--- src/rtl/cla_seq_ctrl_if.sv ---
// Operand/result handshake bundle for cla_seq_ctrl.
// Optional subtract request line is present when CLA_SEQ_SUB_EN is defined.
interface cla_seq_ctrl_if #(
    parameter int unsigned WIDTH = 64
);
    logic             in_valid;
    logic             in_ready;
    logic [WIDTH-1:0] in_a;
    logic [WIDTH-1:0] in_b;
    logic             in_cin;
`ifdef CLA_SEQ_SUB_EN
    logic             op_sub;
`endif
    logic             out_valid;
    logic             out_ready;
    logic [WIDTH-1:0] out_sum;
    logic             out_cout;

`ifdef CLA_SEQ_SUB_EN
    modport master (
        output in_valid, in_a, in_b, in_cin, op_sub, out_ready,
        input  in_ready, out_valid, out_sum, out_cout
    );
    modport slave (
        input  in_valid, in_a, in_b, in_cin, op_sub, out_ready,
        output in_ready, out_valid, out_sum, out_cout
    );
`else
    modport master (
        output in_valid, in_a, in_b, in_cin, out_ready,
        input  in_ready, out_valid, out_sum, out_cout
    );
    modport slave (
        input  in_valid, in_a, in_b, in_cin, out_ready,
        output in_ready, out_valid, out_sum, out_cout
    );
`endif
endinterface

--- src/rtl/cla_seq_ctrl.sv ---
// Multi-cycle wide adder that time-shares one external 16-bit CLA slice.
// Chunks are fed LSB first, one per cycle, with the carry rippled in a register.
// Optional feature macro: CLA_SEQ_SUB_EN (adds op_sub for A-B).
module cla_seq_ctrl #(
    parameter int unsigned WIDTH = 64,
    parameter int unsigned SLICE = 16
) (
    input  logic              clk,
    input  logic              rst_n,
    cla_seq_ctrl_if.slave     bus,
    output logic              busy,
    output logic [SLICE-1:0]  add_a,
    output logic [SLICE-1:0]  add_b,
    output logic              add_cin,
    input  logic [SLICE-1:0]  add_s,
    input  logic              add_cout
);
    localparam int unsigned CHUNKS = WIDTH / SLICE;
    localparam int unsigned IDX_W  = (CHUNKS > 1) ? $clog2(CHUNKS) : 1;

    typedef enum logic [1:0] {
        IDLE = 2'd0,
        RUN  = 2'd1,
        DONE = 2'd2
    } state_t;

    state_t             state;
    state_t             state_d;
    logic [IDX_W-1:0]   idx;
    logic [WIDTH-1:0]   a_reg;
    logic [WIDTH-1:0]   b_reg;
    logic [WIDTH-1:0]   sum_reg;
    logic               carry;
    logic               accept;
    logic               last_chunk;
    int unsigned        base;

    assign accept     = (state == IDLE) && bus.in_valid;
    assign last_chunk = (idx == IDX_W'(CHUNKS - 1));
    assign base       = SLICE * 32'(idx);

    // Result bus shows the assembled sum and final carry, stable while in DONE.
    assign bus.out_sum  = sum_reg;
    assign bus.out_cout = carry;

    // State register.
    always_ff @(posedge clk) begin
        if (!rst_n) begin
            state <= IDLE;
        end else begin
            state <= state_d;
        end
    end

    // Next-state logic.
    always_comb begin
        state_d = state;
        case (state)
            IDLE:    if (accept) state_d = RUN;
            RUN:     if (last_chunk) state_d = DONE;
            DONE:    if (bus.out_ready) state_d = IDLE;
            default: state_d = IDLE;
        endcase
    end

    // Output decode: handshake flags and slice drive (slice inputs zero outside RUN).
    always_comb begin
        bus.in_ready  = 1'b0;
        bus.out_valid = 1'b0;
        busy          = 1'b0;
        add_a         = '0;
        add_b         = '0;
        add_cin       = 1'b0;
        case (state)
            IDLE: bus.in_ready = 1'b1;
            RUN: begin
                busy    = 1'b1;
                add_a   = a_reg[base +: SLICE];
                add_b   = b_reg[base +: SLICE];
                add_cin = carry;
            end
            DONE: begin
                busy          = 1'b1;
                bus.out_valid = 1'b1;
            end
            default: ;
        endcase
    end

    // Datapath: capture operands on accept, collect one slice result per RUN cycle.
    always_ff @(posedge clk) begin
        if (!rst_n) begin
            idx     <= '0;
            carry   <= 1'b0;
            sum_reg <= '0;
            a_reg   <= '0;
            b_reg   <= '0;
        end else begin
            case (state)
                IDLE: begin
                    if (accept) begin
                        a_reg <= bus.in_a;
                        idx   <= '0;
`ifdef CLA_SEQ_SUB_EN
                        b_reg <= bus.op_sub ? ~bus.in_b : bus.in_b;
                        carry <= bus.op_sub ? 1'b1 : bus.in_cin;
`else
                        b_reg <= bus.in_b;
                        carry <= bus.in_cin;
`endif
                    end
                end
                RUN: begin
                    sum_reg[base +: SLICE] <= add_s;
                    carry                  <= add_cout;
                    if (!last_chunk) begin
                        idx <= idx + IDX_W'(1);
                    end
                end
                default: ;
            endcase
        end
    end
endmodule

--- src/flat_wrapper.sv ---
// flat-port wrapper written by rule: the top's interface ports become plain ports
module cla_seq_ctrl_flat 
#(
    parameter int unsigned WIDTH = 64,
    parameter int unsigned SLICE = 16
)
  (clk, rst_n, busy, add_a, add_b, add_cin, add_s, add_cout, bus_in_valid, bus_in_a, bus_in_b, bus_in_cin, bus_out_ready, bus_in_ready, bus_out_valid, bus_out_sum, bus_out_cout);
  cla_seq_ctrl_if #(.WIDTH(WIDTH)) bus_i ();
  input  logic clk;
  input  logic rst_n;
  output logic busy;
  output logic [SLICE-1:0] add_a;
  output logic [SLICE-1:0] add_b;
  output logic add_cin;
  input  logic [SLICE-1:0] add_s;
  input  logic add_cout;
  input wire logic [$bits(bus_i.in_valid)-1:0] bus_in_valid;
  input wire logic [$bits(bus_i.in_a)-1:0] bus_in_a;
  input wire logic [$bits(bus_i.in_b)-1:0] bus_in_b;
  input wire logic [$bits(bus_i.in_cin)-1:0] bus_in_cin;
  input wire logic [$bits(bus_i.out_ready)-1:0] bus_out_ready;
  output wire logic [$bits(bus_i.in_ready)-1:0] bus_in_ready;
  output wire logic [$bits(bus_i.out_valid)-1:0] bus_out_valid;
  output wire logic [$bits(bus_i.out_sum)-1:0] bus_out_sum;
  output wire logic [$bits(bus_i.out_cout)-1:0] bus_out_cout;
  assign bus_i.in_valid = bus_in_valid;
  assign bus_i.in_a = bus_in_a;
  assign bus_i.in_b = bus_in_b;
  assign bus_i.in_cin = bus_in_cin;
  assign bus_i.out_ready = bus_out_ready;
  assign bus_in_ready = bus_i.in_ready;
  assign bus_out_valid = bus_i.out_valid;
  assign bus_out_sum = bus_i.out_sum;
  assign bus_out_cout = bus_i.out_cout;
  cla_seq_ctrl #(.WIDTH(WIDTH), .SLICE(SLICE)) u_core (.clk(clk), .rst_n(rst_n), .bus(bus_i), .busy(busy), .add_a(add_a), .add_b(add_b), .add_cin(add_cin), .add_s(add_s), .add_cout(add_cout));
endmodule
--- config.mk ---
export PLATFORM = sky130hd
export DESIGN_NAME = cla_seq_ctrl_flat
export DESIGN_NICKNAME = d
export VERILOG_FILES = /design/src/rtl/cla_seq_ctrl_if.sv /design/src/rtl/cla_seq_ctrl.sv /design/src/flat_wrapper.sv
export SDC_FILE = /design/constraint.sdc
export NUM_CORES = 1
export LEC_CHECK = 0
export CORE_MARGIN = 1.5
export CORE_UTILIZATION = 35
export CTS_BUF_LIST = sky130_fd_sc_hd__clkbuf_16
export DETAILED_ROUTE_END_ITERATION = 8
export GPL_TIMING_DRIVEN = 0
export RECOVER_POWER = 100
export SKIP_CTS_REPAIR_TIMING = 1
export SLEW_MARGIN = 5
export SYNTH_ARGS = -nofsm -noshare
export SYNTH_HDL_FRONTEND = slang
export SYNTH_SLANG_ARGS = --single-unit
export TNS_END_PERCENT = 10
--- constraint.sdc ---
create_clock -name clk -period 2.15 [get_ports clk]
set_input_delay 0.3225 -clock clk [delete_from_list [all_inputs] [get_ports clk]]
set_output_delay 0.3225 -clock clk [all_outputs]
set_load 0.05 [all_outputs]
==> impl_metrics.tcl, run 1 <==
set metrics [dict create \
    critPathBufInv 3 \
    crit_fanout 8 \
    slowest_delay_ns 0.48 \
    synth_area_leaders "dfxtp_1 47%, nand2_1 13%, a21boi_0 12%" \
    rows 56 \
    dr.pass1.iters 7 \
    dp_hpwl_um 20200 \
    grt_usage_pct 21.7 \
    hold_path.class "in -> reg" \
    cts_tree "built" \
    utilization_pct 51.0 \
    drtIter0Drc 471 \
    io_pins 251 \
    setup_viol 62 \
    synth.avg_cell_area_um2 9.48 \
    r2r-start "u_core.idx[1]" \
    syn-cell-area_mm2 0.00843 \
    wl_um 26500 \
    fmax_mhz 429 \
    top_layer "met4" \
    critPathCaptureType "output pin" \
    finalHoldViolations 0 \
    die_h_um 158 \
    synth-edff-count 0 \
    wl_met1_um 12100 \
    min_path_cells 3 \
    timing.rr.end "u_core.bus.out_sum[56]" \
    synth_fp_nets 1051 \
    synth_cells 890 \
    synth-seq-cells 197 \
    worst_slack_ns -0.179 \
    cts_htree_levels 4 \
    nFillCells 2221 \
    start_util_pct 35.8 \
    clock_skew_ns 0.0184 \
    synth-async-reset-ratio_pct 0 \
    route.met3.wl_um 1560 \
    worst_pin_slew_ns 0.635 \
    vdd_drop_max_mv 0.464 \
    mostFrequentLayoutCell "nand2_1" \
    reg2reg_depth 9 \
    clockRootBuffer "clkbuf_16" \
    r2r_slack_ns -0.07 \
    place.port_buffers 250 \
    max_cap_violations 0 \
    wl_per_cell_um 17.7 \
    cts_sinks 197 \
    powerDensity_mw_per_mm2 972 \
    fin_tns_setup_ns -5.12 \
    finalCritPeriodShare_pct 108 \
    final_area_mm2 0.0120 \
    ant_nets 0 \
    path_delay_family "buffers and inverters" \
    outcome "finished with violations" \
    layout.nets 1324 \
    cts_buffer_depth 2 \
    failed_checks "setup timing" \
    drive_above_1_share_pct 13.5 \
    numCtsBuffers 17 \
    clock_latency_ns 0.44 \
    synth_top_area_share_pct 46.8 \
    max_slew_margin_pct 57.9 \
    synth_ff_type "dfxtp_1" \
    placed_area_mm2 0.0113 \
    rsz0062_at_grt "yes" \
    layout_common_cells "284 x nand2_1, 195 x dfxtp_1, 149 x clkdlybuf4s50_1" \
    die_width_um 158 \
    hold_ws_ns 0.431 \
    critical_path_class "reg -> out" \
    num_vias 7303 \
    overflow 0 \
    yosys.area.top_type "dfxtp_1" \
    crit_slowest_cell "mux4_2" \
    grt_pass1_wl_um 41300 \
    antenna_found_initial 1 \
    wl_met2_um 12500 \
    holdPathEnd "u_core.a_reg[38]" \
    fin_crit_ns 2.33 \
    drc 0 \
    core_mm2 0.0235 \
    ys_warn_count 0 \
    start_kind "flop" \
    report.final.slew_viol_count 0 \
    hp-start "bus_in_a[38]" \
    syn_to_final_growth_pct 42.5 \
    cts.clk_slew.worst_paths_ns 0.09 \
    viasPerCell 4.88 \
    gp_congestion 0.797 \
    seq_area_frac_synth_pct 46.8 \
    path_cells "buf_12 -> clkbuf_16 -> mux4_2 -> and2_1 -> buf_2" \
    crit_arrival_ns 2.01 \
    first_global_vias 7366 \
    die-area_mm2 0.0250 \
    grt_max_degree 23 \
    p_leak_uw 0.00473 \
    worstPathRequired_ns 1.83 \
    synth.distinct_cells 39 \
]
==> power breakdown <==
part           switching [uW]  internal (uW)  total [uW]  leakage [uW]
Clock                    1690           1610        3290      0.000301
Sequential                272           4160        4430       0.00161
Combinational            2430           1530        3960       0.00282
==> cell type report <==
| type | count | area (um^2) | share of cell area (%) |
|---|---|---|---|
| clock inverters | 15 | 199 | 1.66 |
| flip-flops and latches | 197 | 3950 | 32.9 |
| inverters | 6 | 22.5 | 0.187 |
| multi-input cells | 612 | 4110 | 34.2 |
| clock buffers | 17 | 425 | 3.54 |
| plain buffers | 74 | 425 | 3.54 |
| diodes | 1 | 2.50 | 0.0208 |
| repair buffers | 255 | 2480 | 20.7 |
| well taps | 319 | 399 | 3.32 |
==> kinds of logic after synthesis <==
family                     share of synthesized area, %
DFF                                                46.8
adders and majority gates                          1.63
buffers and inverters                              4.63
muxes                                              8.99
AOI/OAI and AO/OA                                  18.6
and+or+nand+nor                                    19.4
==> through the flow <==
stage / total power [uW] / setup WS, ns / cells
finish: 11700 / -0.179 / 1496
CTS: 11700 / -1.18 / 1491
global placement: 8370 / -0.710 / 1459
detailed placement: 8420 / -0.691 / 1459
floorplan: 6990 / 0.0786 / 890
global route: 12300 / -0.235 / 1496
==> cells in the mapped netlist (2+ instances only) <==
cell	n
nand2_1	284
nor2b_1	20
ha_1	11
and2_1	34
a21boi_1	10
inv_1	6
clkbuf_1	42
buf_4	5
buf_1	3
nand4_1	16
dfxtp_1	197
mux2i_1	3
a21boi_2	2
a21boi_0	134
nor3b_4	2
o21ai_0	2
mux4_2	30
a22o_1	30
a32oi_1	16
buf_2	21
nor3_1	2
mux4_1	2
buf_12	2
==> how the worst max path moves through the flow <==
stage                    startpoint                endpoint  slack (ns)  cells past startpoint
floorplan             u_core.idx[0]  u_core.bus.out_sum[52]        0.08                      8
global placement    u_core.state[1]                add_a[7]       -0.71                      6
detailed placement    u_core.idx[1]               add_a[13]       -0.69                      5
CTS                 u_core.state[1]                add_a[7]       -1.18                      6
global route          u_core.idx[1]  u_core.bus.out_sum[55]       -0.23                      9
finish                u_core.idx[0]                add_b[6]       -0.18                      5
==> metal layers <==
| layer | up-vias | GRT usage, % |
|---|---|---|
| li1 | 3604 | - |
| met5 | - | 0 |
| met2 | 213 | 36.0 |
| met4 | 0 | 5.21 |
| met3 | 24 | 3.83 |
| met1 | 3462 | 29.3 |
==> worst register-to-register path, cell delays in order (launching register included) <==
cell,delay (ns)
dfxtp_4,0.37
buf_8,0.14
buf_6,0.17
inv_1,0.09
ha_1,0.20
clkbuf_1,0.20
nand4b_2,0.32
nor3b_4,0.35
buf_6,0.19
a22o_1,0.15
(Power assumes the default switching activity.)
==> inputs of run 2 (changes only) <==
--- a/config.mk
+++ b/config.mk
@@ -11,4 +11,5 @@
 export DETAILED_ROUTE_END_ITERATION = 8
 export GPL_TIMING_DRIVEN = 0
+export PLACE_DENSITY = 0.72
 export RECOVER_POWER = 100
 export SKIP_CTS_REPAIR_TIMING = 1
==> constraint.sdc (replaced) <==
create_clock -name clk -period 2.15 [get_ports clk]
set_input_delay 0.645 -clock clk [delete_from_list [all_inputs] [get_ports clk]]
set_output_delay 0.645 -clock clk [all_outputs]
set_load 0.05 [all_outputs]
==> impl_metrics.tcl, run 2 (synthesis results as in run 1) <==
set metrics [dict create \
    outcome "finished with violations" \
    failed_checks "setup timing" \
    critical_path_class "reg -> out" \
    viasPerCell 4.87 \
    critPathCaptureType "output pin" \
    dp_hpwl_um 19900 \
    fin_tns_setup_ns -24.83 \
    max_slew_margin_pct 55.3 \
    instances_no_fill 1498 \
    crit_arrival_ns 1.99 \
    worstPathRequired_ns 1.50 \
    io_pins 251 \
    die_width_um 158 \
    clock_skew_ns 0.00967 \
    place.port_buffers 250 \
    setup_viol 146 \
    grt_max_degree 22 \
    clockRootBuffer "clkbuf_16" \
    cts_sinks 197 \
    mostFrequentLayoutCell "nand2_1" \
    finalCritPeriodShare_pct 122 \
    ant_nets 0 \
    drive_above_1_share_pct 15.3 \
    finalPower_uw 11900 \
    syn_to_final_growth_pct 40.5 \
    drtIter0Drc 309 \
    layout_common_cells "284 x nand2_1, 194 x dfxtp_1, 148 x clkdlybuf4s50_1" \
    grt_pass1_wl_um 40000 \
    powerDensity_mw_per_mm2 1000 \
    wl_um 26600 \
    antenna_found_initial 1 \
    dr.pass1.iters 4 \
    max_cap_violations 0 \
    start_kind "flop" \
    grt_usage_pct 21.0 \
    clock_latency_ns 0.44 \
    die_h_um 158 \
    layout.nets 1326 \
    fmax_mhz 380 \
    hold_path.class "reg -> reg" \
    nFillCells 2246 \
    start_util_pct 35.8 \
    cts_tree "built" \
    p_leak_uw 0.00443 \
    drc 0 \
    die-area_mm2 0.0250 \
    overflow 0 \
    cts.clk_slew.worst_paths_ns 0.08 \
    fin_crit_ns 2.63 \
    rows 56 \
    gp_congestion 0.826 \
    regArea_mm2 0.00395 \
    first_global_vias 7388 \
    vdd_drop_max_mv 0.442 \
    cts_buffer_depth 2 \
    wl_per_cell_um 17.7 \
    num_vias 7299 \
    multi_input_area_mm2 0.00417 \
    report.final.slew_viol_count 0 \
    core_mm2 0.0235 \
    worst_pin_slew_ns 0.673 \
    numCtsBuffers 17 \
    finalHoldViolations 0 \
    worst_slack_ns -0.483 \
    dp.cells 1459 \
    crit_fanout 5 \
    rsz0062_at_grt "yes" \
    cts_htree_levels 4 \
]
## run 2: changes by cell type in the layout (fill, tap and decap cells not counted), moves of 14 or more
cell           previous run  this run
and2_1                   26        11
and2_4                    7        21
dlygate4sd3_1            65         1
buf_6                     6        25
clkbuf_2                 29         9
clkbuf_1                 35        98
## run 2: worst paths after layout
kind,startpoint,to,slack [ns],depth (start not counted)
max,u_core.idx[0],add_a[14],-0.48,5
min reg2reg,u_core.bus.out_sum[8],u_core.bus.out_sum[8],0.46,2
max reg2reg,u_core.idx[1],u_core.bus.out_sum[60],-0.02,9
min,u_core.bus.out_sum[8],u_core.bus.out_sum[8],0.46,2
## run 2: area by class of cell
class / count / share of cell area [%]
diodes: 1 / 0.0211
plain buffers: 74 / 3.69
clock buffers: 17 / 3.59
clock inverters: 15 / 1.80
inverters: 6 / 0.190
multi-input cells: 612 / 35.2
flip-flops and latches: 197 / 33.4
well taps: 319 / 3.37
repair buffers: 257 / 18.8
## run 2: metal layers
metal / up-vias / global-route usage (%) / share of wire, % / wire (um)
li1: 3605 / - / - / -
met1: 3453 / 27.0 / 45 / 12000
met2: 207 / 35.6 / 48 / 12800
met3: 34 / 3.31 / 4.3 / 1150
met4: 0 / 7.43 / 2.2 / 596
met5: - / 0 / 0 / 0
## run 2: worst max-delay path: stages, from the launching register on
cell and delay, ns:
dfxtp_4 0.41, buf_12 0.15, clkbuf_16 0.16, mux4_2 0.51
and2_4 0.17, buf_6 0.14
## run 2: where the power goes
group          switching [uW]  internal (uW)  total, uW
registers                 297           4160       4450
clock network            1660           1700       3360
logic                    2470           1590       4060
## run 2: per-stage QoR
stage	utilization, %	cell area [um^2]	hold slack [ns]	setup slack [ns]
floorplan	-	8470	0.439	-0.0148
global placement	48.3	11400	0.445	-1.02
detailed placement	48.3	11400	0.447	-1.00
CTS	51.0	12000	0.458	-1.49
global route	50.3	11800	0.482	-0.535
finish	50.3	11800	0.456	-0.483
==> inputs of run 3 (changes only) <==
Settings changed: MAX_ROUTING_LAYER set to met4.
==> impl_metrics.tcl, run 3 (synthesis results as in run 1) <==
set metrics [dict create \
    cts_buffer_depth 2 \
    worstPathRequired_ns 1.50 \
    combinationalPowerShare_pct 34.2 \
    core_mm2 0.0235 \
    io_pins 251 \
    numCtsBuffers 17 \
    start_util_pct 35.8 \
    vdd_drop_max_mv 0.445 \
    wl_per_cell_um 17.7 \
    start_kind "flop" \
    setup_viol 148 \
    p_sw_share_pct 37.2 \
    max_slew_margin_pct 55.3 \
    crit_slowest_cell "mux4_2" \
    worst_pin_slew_ns 0.673 \
    layout.nets 1326 \
    clock_skew_ns 0.00786 \
    p_int_uw 7450 \
    cts_sinks 197 \
    critical_path_class "reg -> out" \
    die-area_mm2 0.0250 \
    first_global_vias 7380 \
    layout_common_cells "284 x nand2_1, 194 x dfxtp_1, 148 x clkdlybuf4s50_1" \
    cts.clk_slew.worst_paths_ns 0.08 \
    grt_usage_pct 21.6 \
    clock_latency_ns 0.44 \
    hold_path.class "reg -> reg" \
    pwr-share-seq_pct 37.6 \
    viasPerCell 4.87 \
    crit_fanout 5 \
    gp_congestion 0.838 \
    drive_above_1_share_pct 15.3 \
    drc 0 \
    power.switching_uw 4400 \
    fin_crit_ns 2.63 \
    nFillCells 2246 \
    mostFrequentLayoutCell "nand2_1" \
    critPathBufInv 3 \
    rows 56 \
    cts_htree_levels 4 \
    p_leak_uw 0.00443 \
    crit_arrival_ns 1.99 \
    rsz0062_at_grt "yes" \
    antenna_found_initial 1 \
    failed_checks "setup timing" \
    fmax_mhz 380 \
    finalHoldViolations 0 \
    powerDensity_mw_per_mm2 1000 \
    worst_slack_ns -0.483 \
    report.final.slew_viol_count 0 \
    finalCritPeriodShare_pct 122 \
    clockRootBuffer "clkbuf_16" \
    fin_tns_setup_ns -25.43 \
    pre_cts_ws_ns -1.00 \
    path_cells "buf_12 -> clkbuf_16 -> mux4_2 -> and2_4 -> buf_6" \
    ant_nets 0 \
    cts_tree "built" \
    place.port_buffers 250 \
    dp_hpwl_um 19900 \
    num_vias 7297 \
    critPathCaptureType "output pin" \
    dr.pass1.iters 5 \
    grt_max_degree 22 \
    grt_pass1_wl_um 40000 \
    drtIter0Drc 314 \
    max_cap_violations 0 \
    finalPower_uw 11900 \
    wl_um 26500 \
    hold_ws_ns 0.457 \
    outcome "finished with violations" \
    syn_to_final_growth_pct 40.5 \
    die_h_um 158 \
    path_delay_family "multiplexers" \
    overflow 0 \
    final_area_mm2 0.0118 \
    clkPwrFrac_pct 28.2 \
    placed_area_mm2 0.0114 \
    slowest_delay_ns 0.51 \
    die_width_um 158 \
]
-- run 3: path summary, 6_finish.rpt --
| check | from | end | slack [ns] | cells after the start |
|---|---|---|---|---|
| setup reg to reg | u_core.idx[1] | u_core.bus.out_sum[60] | -0.01 | 9 |
| hold reg to reg | u_core.bus.out_sum[8] | u_core.bus.out_sum[8] | 0.46 | 2 |
| hold / removal | u_core.bus.out_sum[8] | u_core.bus.out_sum[8] | 0.46 | 2 |
| setup / recovery | u_core.idx[0] | add_a[14] | -0.48 | 5 |
-- run 3: per-layer routing --
metal  global-route usage (%)  wire [um]  up-vias
li1                         -          -     3605
met1                     27.1      11900     3440
met2                     35.7      12800      219
met3                     2.79       1240       33
met4                     7.97        555        0
met5                        -          0        -
-- run 3: stage by stage --
stage,util [%],instances
6_report,50.3,1498
5_1_grt,50.3,1498
4_1_cts,51.0,1491
3_5_place_dp,48.3,1459
3_3_place_gp,48.3,1459
2_1_floorplan,-,890
-- run 3: power groups by stage --
stage          Sequential [uW]  Clock (uW)  Combinational, uW
6_report                  4450        3340               4060
3_3_place_gp              4500           0               3860
5_1_grt                   4510        3540               4420
3_5_place_dp              4520           0               3910
2_1_floorplan             4710           0               2300
4_1_cts                   4440        3390               3920
-- run 3: worst register-to-register path: cells and delay by family (launching register included) --
| kind | cells | cell delay [ns] |
|---|---|---|
| buffers and inverters | 5 | 0.77 |
| AND/OR/NAND/NOR | 2 | 0.62 |
| AO/OA/AOI/OAI | 1 | 0.15 |
| flip-flops | 1 | 0.37 |
| adder cells (fa/ha/maj) | 1 | 0.20 |
-- run 3: area by class of cell --
| type | instances | area (um^2) | share of cell area, % |
|---|---|---|---|
| plain buffers | 74 | 437 | 3.69 |
| flip-flops and latches | 197 | 3950 | 33.4 |
| inverters | 6 | 22.5 | 0.190 |
| diodes | 1 | 2.50 | 0.0211 |
| multi-input cells | 612 | 4170 | 35.2 |
| clock buffers | 17 | 425 | 3.59 |
| clock inverters | 15 | 213 | 1.80 |
| well taps | 319 | 399 | 3.37 |
| repair buffers | 257 | 2230 | 18.8 |
